## config.mk

```make
export PLATFORM = sky130hd
export DESIGN_NAME = event_counter_bank
export DESIGN_NICKNAME = d
export VERILOG_FILES = /design/src/rtl/evcnt_pkg.sv /design/src/rtl/evcnt_channel.sv /design/src/rtl/event_counter_bank.sv
export SDC_FILE = /design/constraint.sdc
export NUM_CORES = 1
export LEC_CHECK = 0
export BUFFER_PORTS_ARGS = -buffer_cell sky130_fd_sc_hd__buf_2
export CORE_ASPECT_RATIO = 1.5
export CORE_UTILIZATION = 45
export CTS_BUF_LIST = sky130_fd_sc_hd__clkbuf_16
export CTS_CLUSTER_SIZE = 12
export DETAILED_ROUTE_END_ITERATION = 8
export PLACE_DENSITY = 0.6
export SYNTH_ARGS = -nofsm -noshare
export SYNTH_HDL_FRONTEND = slang
export SYNTH_SLANG_ARGS = --single-unit
```

## constraint.sdc

```tcl
create_clock -name clk -period 4.9 [get_ports clk]
set_clock_uncertainty 0.2 [all_clocks]
set_input_delay 0.245 -clock clk [delete_from_list [all_inputs] [get_ports clk]]
set_output_delay 0.245 -clock clk [all_outputs]
set_load 0.01 [all_outputs]
```

## src/rtl/evcnt_pkg.sv

```systemverilog
// Shared types and helpers for the event counter bank.
// Optional prescaler build: define EVCNT_PRESCALE_EN.
package evcnt_pkg;

  localparam int EVCNT_MAX_NCH = 64;
  localparam int EVCNT_MAX_W   = 64;

  typedef enum logic [1:0] {
    UPD_HOLD = 2'd0,
    UPD_INC  = 2'd1,
    UPD_LOAD = 2'd2,
    UPD_CLR  = 2'd3
  } upd_t;

  function automatic int evcnt_ch_w(input int n);
    return (n > 1) ? $clog2(n) : 1;
  endfunction

  function automatic logic [EVCNT_MAX_W-1:0] evcnt_max(
    input int w
  );
    logic [EVCNT_MAX_W-1:0] one;
    one = 1;
    if (w >= EVCNT_MAX_W) return '1;
    return (one << w) - one;
  endfunction

endpackage

```

## src/rtl/evcnt_channel.sv

```systemverilog
// One event counter with sticky overflow and optional prescaler.
// Optional prescaler build: define EVCNT_PRESCALE_EN.
module evcnt_channel
  import evcnt_pkg::*;
#(
  parameter int WIDTH = 32
`ifdef EVCNT_PRESCALE_EN
 ,parameter int PRESC_W = 8
`endif
) (
  input  logic               clk,
  input  logic               rst,
  input  logic               clr,
  input  logic               ld,
  input  logic [WIDTH-1:0]   ld_val,
  input  logic               inc,
  input  logic               sat_mode,
`ifdef EVCNT_PRESCALE_EN
  input  logic [PRESC_W-1:0] presc_div,
`endif
  output logic [WIDTH-1:0]   cnt,
  output logic               ovf
);

  localparam logic [WIDTH-1:0] CNT_MAX =
    WIDTH'(evcnt_max(WIDTH));

  logic step;
  upd_t upd;

`ifdef EVCNT_PRESCALE_EN
  logic [PRESC_W-1:0] presc_q;

  assign step = inc && (presc_q >= presc_div);

  // Divide inc strobes; restarts whenever the counter is cleared or loaded
  always_ff @(posedge clk) begin
    if (rst || clr || ld) begin
      presc_q <= '0;
    end else if (inc) begin
      presc_q <= step ? '0 : presc_q + 1'b1;
    end
  end
`else
  assign step = inc;
`endif

  // Update priority: clear, then load, then counting
  always_comb begin
    upd = UPD_HOLD;
    if (clr) begin
      upd = UPD_CLR;
    end else if (ld) begin
      upd = UPD_LOAD;
    end else if (step) begin
      upd = UPD_INC;
    end
  end

  // Counter and sticky overflow state
  always_ff @(posedge clk) begin
    if (rst) begin
      cnt <= '0;
      ovf <= 1'b0;
    end else begin
      case (upd)
        UPD_CLR: begin
          cnt <= '0;
          ovf <= 1'b0;
        end
        UPD_LOAD: cnt <= ld_val;
        UPD_INC: begin
          if (cnt == CNT_MAX) begin
            ovf <= 1'b1;
            if (!sat_mode) cnt <= '0;
          end else begin
            cnt <= cnt + 1'b1;
          end
        end
        default: ;
      endcase
    end
  end

endmodule

```

## src/rtl/event_counter_bank.sv

```systemverilog
// Bank of event counters with snapshot shadows and indexed readout.
// Optional prescaler build: define EVCNT_PRESCALE_EN.
module event_counter_bank
  import evcnt_pkg::*;
#(
  parameter int NCH   = 8,
  parameter int WIDTH = 32,
`ifdef EVCNT_PRESCALE_EN
  parameter int PRESC_W = 8,
`endif
  parameter int CH_W  = evcnt_ch_w(NCH)
) (
  input  logic               clk,
  input  logic               rst,
`ifdef EVCNT_PRESCALE_EN
  input  logic [PRESC_W-1:0] presc_div,
`endif
  input  logic [NCH-1:0]     inc,
  input  logic               sat_mode,
  input  logic               clr,
  input  logic               ld_en,
  input  logic [CH_W-1:0]    ld_ch,
  input  logic [WIDTH-1:0]   ld_val,
  input  logic               snap,
  output logic               snap_done,
  input  logic               rd_req,
  input  logic [CH_W-1:0]    rd_ch,
  output logic               rd_valid,
  output logic [WIDTH-1:0]   rd_data,
  output logic               rd_ovf,
  output logic               rd_err,
  output logic [NCH-1:0]     ovf
);

  localparam logic [CH_W:0] NCH_V = (CH_W+1)'(NCH);

  logic [WIDTH-1:0] cnt    [NCH];
  logic [WIDTH-1:0] sh_cnt [NCH];
  logic [NCH-1:0]   sh_ovf;

  logic             rd_hit;
  logic [WIDTH-1:0] rd_cnt_mux;
  logic             rd_ovf_mux;

  for (genvar g = 0; g < NCH; g++) begin : g_ch
    evcnt_channel #(
      .WIDTH   (WIDTH)
`ifdef EVCNT_PRESCALE_EN
     ,.PRESC_W (PRESC_W)
`endif
    ) u_ch (
      .clk       (clk),
      .rst       (rst),
      .clr       (clr),
      .ld        (ld_en && (ld_ch == CH_W'(g))),
      .ld_val    (ld_val),
      .inc       (inc[g]),
      .sat_mode  (sat_mode),
`ifdef EVCNT_PRESCALE_EN
      .presc_div (presc_div),
`endif
      .cnt       (cnt[g]),
      .ovf       (ovf[g])
    );
  end

  // Capture pre-update live state into the shadow bank
  always_ff @(posedge clk) begin
    if (rst) begin
      snap_done <= 1'b0;
      sh_ovf    <= '0;
      for (int i = 0; i < NCH; i++) sh_cnt[i] <= '0;
    end else begin
      snap_done <= snap;
      if (snap) begin
        sh_ovf <= ovf;
        for (int i = 0; i < NCH; i++) sh_cnt[i] <= cnt[i];
      end
    end
  end

  // Shadow readout mux; out-of-range indices select nothing
  always_comb begin
    rd_hit     = ({1'b0, rd_ch} < NCH_V);
    rd_cnt_mux = '0;
    rd_ovf_mux = 1'b0;
    for (int i = 0; i < NCH; i++) begin
      if (rd_ch == CH_W'(i)) begin
        rd_cnt_mux = sh_cnt[i];
        rd_ovf_mux = sh_ovf[i];
      end
    end
  end

  // Registered read response, held between requests
  always_ff @(posedge clk) begin
    if (rst) begin
      rd_valid <= 1'b0;
      rd_data  <= '0;
      rd_ovf   <= 1'b0;
      rd_err   <= 1'b0;
    end else begin
      rd_valid <= rd_req;
      if (rd_req) begin
        rd_data <= rd_cnt_mux;
        rd_ovf  <= rd_ovf_mux;
        rd_err  <= !rd_hit;
      end
    end
  end

endmodule

```

==> results of run 1 <==
[synthesized netlist by cell type (all sizes together) (12+ instances only)]
master	instances	share of area, %
nand2	236	3.0
xnor2	17	0.51
o211ai	46	1.2
edfxtp	256	26
or4	14	0.37
nor3	56	0.97
and4	33	0.98
ha	41	1.7
nor2b	57	1.2
a22oi	46	1.2
o311ai	16	0.48
or2	34	0.72
nor3b	22	0.58
dfxtp	307	21
nand3	147	2.5
clkbuf	158	2.0
a211oi	12	0.31
and3	65	1.4
mux2	29	1.1
o31ai	16	0.41
a31oi	23	0.49
o21ai	171	2.9
or3	36	0.77
nor2	152	2.0
buf	67	1.2
a32oi	38	1.1
nand4	85	1.9
nor4	37	1.1
o22ai	65	1.4
o2bb2ai	22	0.65
nand2b	49	1.0
a22o	14	0.42
a21oi	195	3.3
a221o	62	2.1
mux2i	21	0.71
and2	226	4.8
mux4	26	2.0
xor2	45	1.3
inv	98	1.2
[logic make-up after synthesis]
group / count (synthesis) / synth area share (%)
AOI/OAI and AO/OA: 781 / 17.63
xor gates and xnor gates: 62 / 1.845
adders and majority gates: 41 / 1.743
buffers and inverters: 324 / 4.514
DFF: 563 / 46.99
muxes: 76 / 3.812
other: 1 / 0.01274
and+or+nand+nor: 1255 / 23.46
[sequential cells by signal (all words and copies together) (netlist names)]
signal / cells
rd_ovf: 1
rd_valid: 1
sh_ovf: 8
g_ch.u_ch.ovf: 8
rd_data: 32
g_ch.u_ch.cnt: 256
snap_done: 1
sh_cnt: 256
[routing by layer]
| layer | track usage [%] | up-vias |
|---|---|---|
| li1 | - | 11550 |
| met1 | 38.69 | 12520 |
| met2 | 56.99 | 1269 |
| met3 | 5.130 | 380 |
| met4 | 29.64 | 2 |
| met5 | 0 | - |
[timing repair]
| action | CTS | global route |
|---|---|---|
| endpoints found under the hold margin | 41 | 0 |
| setup buffers | 0 | 0 |
| setup endpoints to repair | 0 | 0 |
| hold buffers | 22 | 0 |
[cell usage in the layout, fill, tap and decap left out, types with 83 or more instances in the layout]
master,count
dfxtp_1,307
edfxtp_1,256
nand2_1,236
and2_1,226
a21oi_1,195
o21ai_0,163
nor2_1,151
nand3_1,147
inv_1,124
buf_2,92
nand4_1,83
[per-stage QoR]
stage / area (um2) / hold slack (ns)
floorplan: 29440 / 0.1540
global placement: 30430 / 0.2542
detailed placement: 30430 / 0.2586
CTS: 32380 / 0.003637
global route: 32380 / 0.001375
finish: 32400 / 0.04199
[worst min path at each step]
| stage | startpoint | end | slack (ns) | cells after the start |
|---|---|---|---|---|
| 2_1_floorplan | ld_val[31] | g_ch[0].u_ch.cnt[31] | 0.15 | 2 |
| 3_3_place_gp | rd_data[5] | rd_data[5] | 0.25 | 2 |
| 3_5_place_dp | rd_data[12] | rd_data[12] | 0.26 | 2 |
| 4_1_cts | ld_val[21] | g_ch[5].u_ch.cnt[21] | 0.004 | 3 |
| 5_1_grt | ld_val[6] | g_ch[4].u_ch.cnt[6] | 0.001 | 3 |
| 6_report | ld_val[25] | g_ch[0].u_ch.cnt[25] | 0.04 | 3 |
[power by group]
group / internal (mW) / switching [mW] / leakage, nW / total (mW)
registers: 5.06 / 0.126 / 5.34 / 5.18
logic: 0.264 / 0.681 / 5.32 / 0.945
clock network: 2.26 / 1.94 / 0.950 / 4.20
[worst max-delay path, stage by stage (launching register included)]
cell	delay, ns
dfxtp_1	0.50
ha_1	0.24
nand3_1	0.19
nor4_2	0.83
and2_1	0.34
a32o_1	1.08
o21ai_0	0.21
o311ai_0	0.15
[cell type report]
type | instances | area, um2 | share of cell area [%]
antenna | 6 | 15.01 | 0.04634
clock buffer | 59 | 1476 | 4.557
clock inverter | 50 | 255.2 | 0.7878
inverter | 99 | 371.6 | 1.147
multi-input combinational | 2216 | 14300 | 44.14
sequential | 563 | 13830 | 42.70
tap | 870 | 1089 | 3.360
timing repair buffer | 159 | 1060 | 3.271
==> impl_metrics.toml, run 1 <==
[status]
status = "completed"

[clock_tree]
cts_root_buf = "clkbuf_16"
cts_tree = "done"
cts_buffer_depth = 3
clock-sinks = 563
htreeDepth = 2
cts_made_buffers = 58
clk_latency_ns = 0.65
cts_resized = 0
cts.clk_slew.worst_paths_ns = 0.06

[cells_and_area]
fillers = 6013
drive_above_1_share_pct = 10.27
fin_util_pct = 50.14
syn_to_final_growth_pct = 10.06
fin_cells = 4022
fin_nets = 3191

[worst_setup_path]
end_kind = "register"
r2r-end = "g_ch[4].u_ch.cnt[6]"
rrSetupSlack_ns = 1.02
cp_data_arrival_time_ns = 4.22
critPathLaunch = "g_ch[4].u_ch.cnt[0]"
critical_path_required_ns = 5.24
crit_path_end = "g_ch[4].u_ch.cnt[6]"
startpoint_type = "register"
crit_fanout = 32
rr_worst_depth = 7
critPathKind = "register to register"
r2r_start = "g_ch[4].u_ch.cnt[0]"

[timing]
max_freq_ghz = 0.2575
slew_viol_final = 0
hold_violations = 0
min_period_ns = 3.883
period_share_pct = 79.25
worstMarginPinSlew_ns = 1.328
tns_ns = 0
rsz0062_at_grt = "false"
setup_slack_ns = 1.017
slew_headroom_pct = 11.50
setup_violations = 0

[routing]
drt-wirelength-per-cell_um = 28.62
vias = 25730
top_layer = "met5"
final_antenna_net_count = 0
drtIter0Drc = 2685
routedLengthMet1_mm = 41.20
met2WireLength_mm = 55.27
wl_mm = 115.1
wl_met3_mm = 7.560
drt-vias-per-instance = 6.396
drc = 0
drt_pass1_iterations = 5

[global_route]
grt_pass1_vias = 24020
grt_antenna_before_repair = 3
grt_start_max_net_pins = 96
grt_use_total_pct = 34.37
globalRoute.totalOverflow = 0
grt_pass1_wl_mm = 165.0

[placed_design]
dp_hpwl_mm = 78.80
place_ws_ns = 0.9143
port_buffers = 95
dp_cells = 3885
routabilityCongestion = 0.9724

[power_and_ir_drop]
totalPowerFinal_mw = 10.33
p_per_area_nw_per_um2 = 318.8
power.leakage_nw = 11.61
ir_drop_v = 0.0002720

[logic_synthesis]
syn_avg_cell_area_um2 = 9.487
yosysWarnings = 0
synthCells = 3103
synth_edf_count = 256
synth.distinct_cells = 81
syn_nets = 3197
synthArstFlopShare_pct = 0
synthFlopType = "dfxtp_1"
ys_seq_elements = 563
syn-cell-area_um2 = 29440
ys_seq_area_share_pct = 46.99

[floorplan]
dieWidth_um = 210.8
start_util_pct = 45.56
num_io_pins = 97
core-area_um2 = 64610
num_rows = 114
dieHeight_um = 315.3
die_area_um2 = 66470

[hold_path]
hold_class = "input port to register"

[job]
cap_violations = 0
Note: power is estimated with default switching activity, not from simulation.
==> run 2, diff against run 1 <==
==> constraint.sdc (replaced) <==
create_clock -name clk -period 3.1 [get_ports clk]
set_clock_uncertainty 0.2 [all_clocks]
set_input_delay 0.155 -clock clk [delete_from_list [all_inputs] [get_ports clk]]
set_output_delay 0.155 -clock clk [all_outputs]
set_load 0.01 [all_outputs]
==> run 2 against run 1 <==
Sequential share of layout area shrank 2.0 points. Via count is 3.4% higher. First-iteration DRC count is 6.3% higher. Final area is 4.8% higher. Sequential cell count unchanged. Global-route usage is 1.2 points higher. Sequential power up 58%. Count of clock-buffer cells in the layout is 2 lower. Die area did not move. Power grew 58%. Critical endpoint is now g_ch[2].u_ch.ovf. Largest power group unchanged.
==> impl_metrics.toml, run 2 (synthesis gave the netlist of run 1 again) <==
[clock_tree]
htreeDepth = 2
cts_buffer_depth = 3
postCtsSetupBuffers = 0
cts_root_buf = "clkbuf_16"
cts.clk_slew.worst_paths_ns = 0.06
cts_tree = "done"
clock-sinks = 563
cts_made_buffers = 57
clk_latency_ns = 0.66

[timing]
setup_slack_ns = 0.1205
hold_violations = 0
setup_violations = 0
rsz0062_at_grt = "false"
slew_headroom_pct = 35.03
max_freq_ghz = 0.3356
slew_viol_final = 0
min_period_ns = 2.980
worstMarginPinSlew_ns = 0.9619
period_share_pct = 96.11

[power_and_ir_drop]
intPower_mw = 11.95
ir_drop_v = 0.0004096
power.leakage_nw = 12.56
totalPowerFinal_mw = 16.37
clkPwrFrac_pct = 39.8
seq_power_share_pct = 50.0
p_switching_mw = 4.422
pwr-share-comb_pct = 10.2
switching_share_pct = 27.01
p_per_area_nw_per_um2 = 482.1

[placed_design]
port_buffers = 95
placed_area_um2 = 31860
dp_hpwl_mm = 84.05
routabilityCongestion = 0.9688
place_ws_ns = 0.09281

[routing]
drt-wirelength-per-cell_um = 28.25
vias = 26610
drt_pass1_iterations = 5
drt-vias-per-instance = 6.326
wl_mm = 118.8
drc = 0
drtIter0Drc = 2854
final_antenna_net_count = 0

[cells_and_area]
reg.largest.list = "g_ch.u_ch.cnt x256, sh_cnt x256, rd_data x32"
fin_nets = 3376
drive_above_1_share_pct = 14.87
post-route-cell-area_um2 = 33960
syn_to_final_growth_pct = 15.34
most-common-layout-cells = "307 x dfxtp_1, 256 x edfxtp_1, 236 x nand2_1, 226 x and2_1, 197 x buf_4"
final_common_cell = "dfxtp_1"

[floorplan]
core-area_um2 = 64610
num_rows = 114
start_util_pct = 45.56
dieHeight_um = 315.3
die_area_um2 = 66470
dieWidth_um = 210.8
num_io_pins = 97

[global_route]
grt_start_max_net_pins = 98
grt_antenna_before_repair = 5
grt_pass1_wl_mm = 171.7
grt_pass1_vias = 25440
globalRoute.totalOverflow = 0
grt_use_total_pct = 35.61

[worst_setup_path]
rr_worst_depth = 8
r2r-end = "g_ch[2].u_ch.ovf"
rrSetupSlack_ns = 0.12
crit_fanout = 7
critPathKind = "register to register"
cp_data_arrival_time_ns = 3.38
critical_path_required_ns = 3.51
r2r_start = "g_ch[2].u_ch.cnt[1]"
critPathLaunch = "g_ch[2].u_ch.cnt[1]"
startpoint_type = "register"
end_kind = "register"

[status]
status = "completed"

[hold_path]
hold_class = "input port to register"
worstHoldPathCells = 7
holdPathEnd = "g_ch[6].u_ch.ovf"
min_from = "inc[6]"

[job]
cap_violations = 0
run 2: cell types whose count changed in the layout (fill, tap and decap cells not counted), sizes merged:
cell,delta
buf,+169
dlygate4sd3,+17
clkinv,-4
inv,+4
clkbuf,-2
bufinv,-1
diode,+1
run 2: area by class of cell:
class,instances,area [um2]
Fill cell,5949,30660
Multi-Input combinational cell,2216,14310
Sequential cell,563,13830
Timing Repair Buffer,345,2661
Clock buffer,57,1426
Tap cell,870,1089
Inverter,99,371.6
Clock inverter,49,250.2
Antenna cell,7,17.52
run 2: worst max-delay path by stage:
| stage | cells after the start | endpoint |
|---|---|---|
| 2_1_floorplan | 6 | sh_cnt[0][0] |
| 3_3_place_gp | 12 | g_ch[3].u_ch.cnt[15] |
| 3_5_place_dp | 12 | g_ch[3].u_ch.cnt[15] |
| 4_1_cts | 7 | g_ch[3].u_ch.cnt[1] |
| 5_1_grt | 8 | g_ch[2].u_ch.ovf |
| 6_report | 8 | g_ch[2].u_ch.ovf |
run 2: through the flow:
step	hold WS [ns]	utilization, %	setup TNS (ns)	std cells
final	0.06848	52.55	0	4206
after floorplan	0.06404	-	-65.53	3103
after CTS	0.04911	52.51	0	4199
after detailed placement	0.2580	49.31	0	4054
after global placement	0.2547	49.31	0	4054
after global routing	0.1247	52.53	0	4202
run 2: layer usage:
metal,GRT usage [%],part of all wire [%],vias up
li1,-,-,11910
met1,40.23,35,12940
met2,58.65,47,1344
met3,5.319,7.3,409
met4,31.27,10,2
met5,0,0.011,-
run 2: worst max-delay path: stages (launching register included):
cell and delay, ns:
dfxtp_1 0.44, ha_2 0.27, nand2_1 0.16, or4_4 0.65, nor4_4 0.26, buf_4 0.19, nand2_1 0.06, a21oi_1 0.14
dlygate4sd3_1 0.55
run 2: power groups by stage:
stage / logic, mW / clock network [mW] / registers (mW)
global placement: 1.59 / 0 / 8.33
floorplan: 0.816 / 0 / 8.27
global route: 1.74 / 6.83 / 8.20
detailed placement: 1.60 / 0 / 8.34
CTS: 1.64 / 6.56 / 8.18
finish: 1.68 / 6.51 / 8.18
run 2: repair_timing:
item,CTS,global route
endpoints found under the hold margin,166,0
resized for setup,0,2
setup endpoints to repair,0,3
hold buffers,39,0
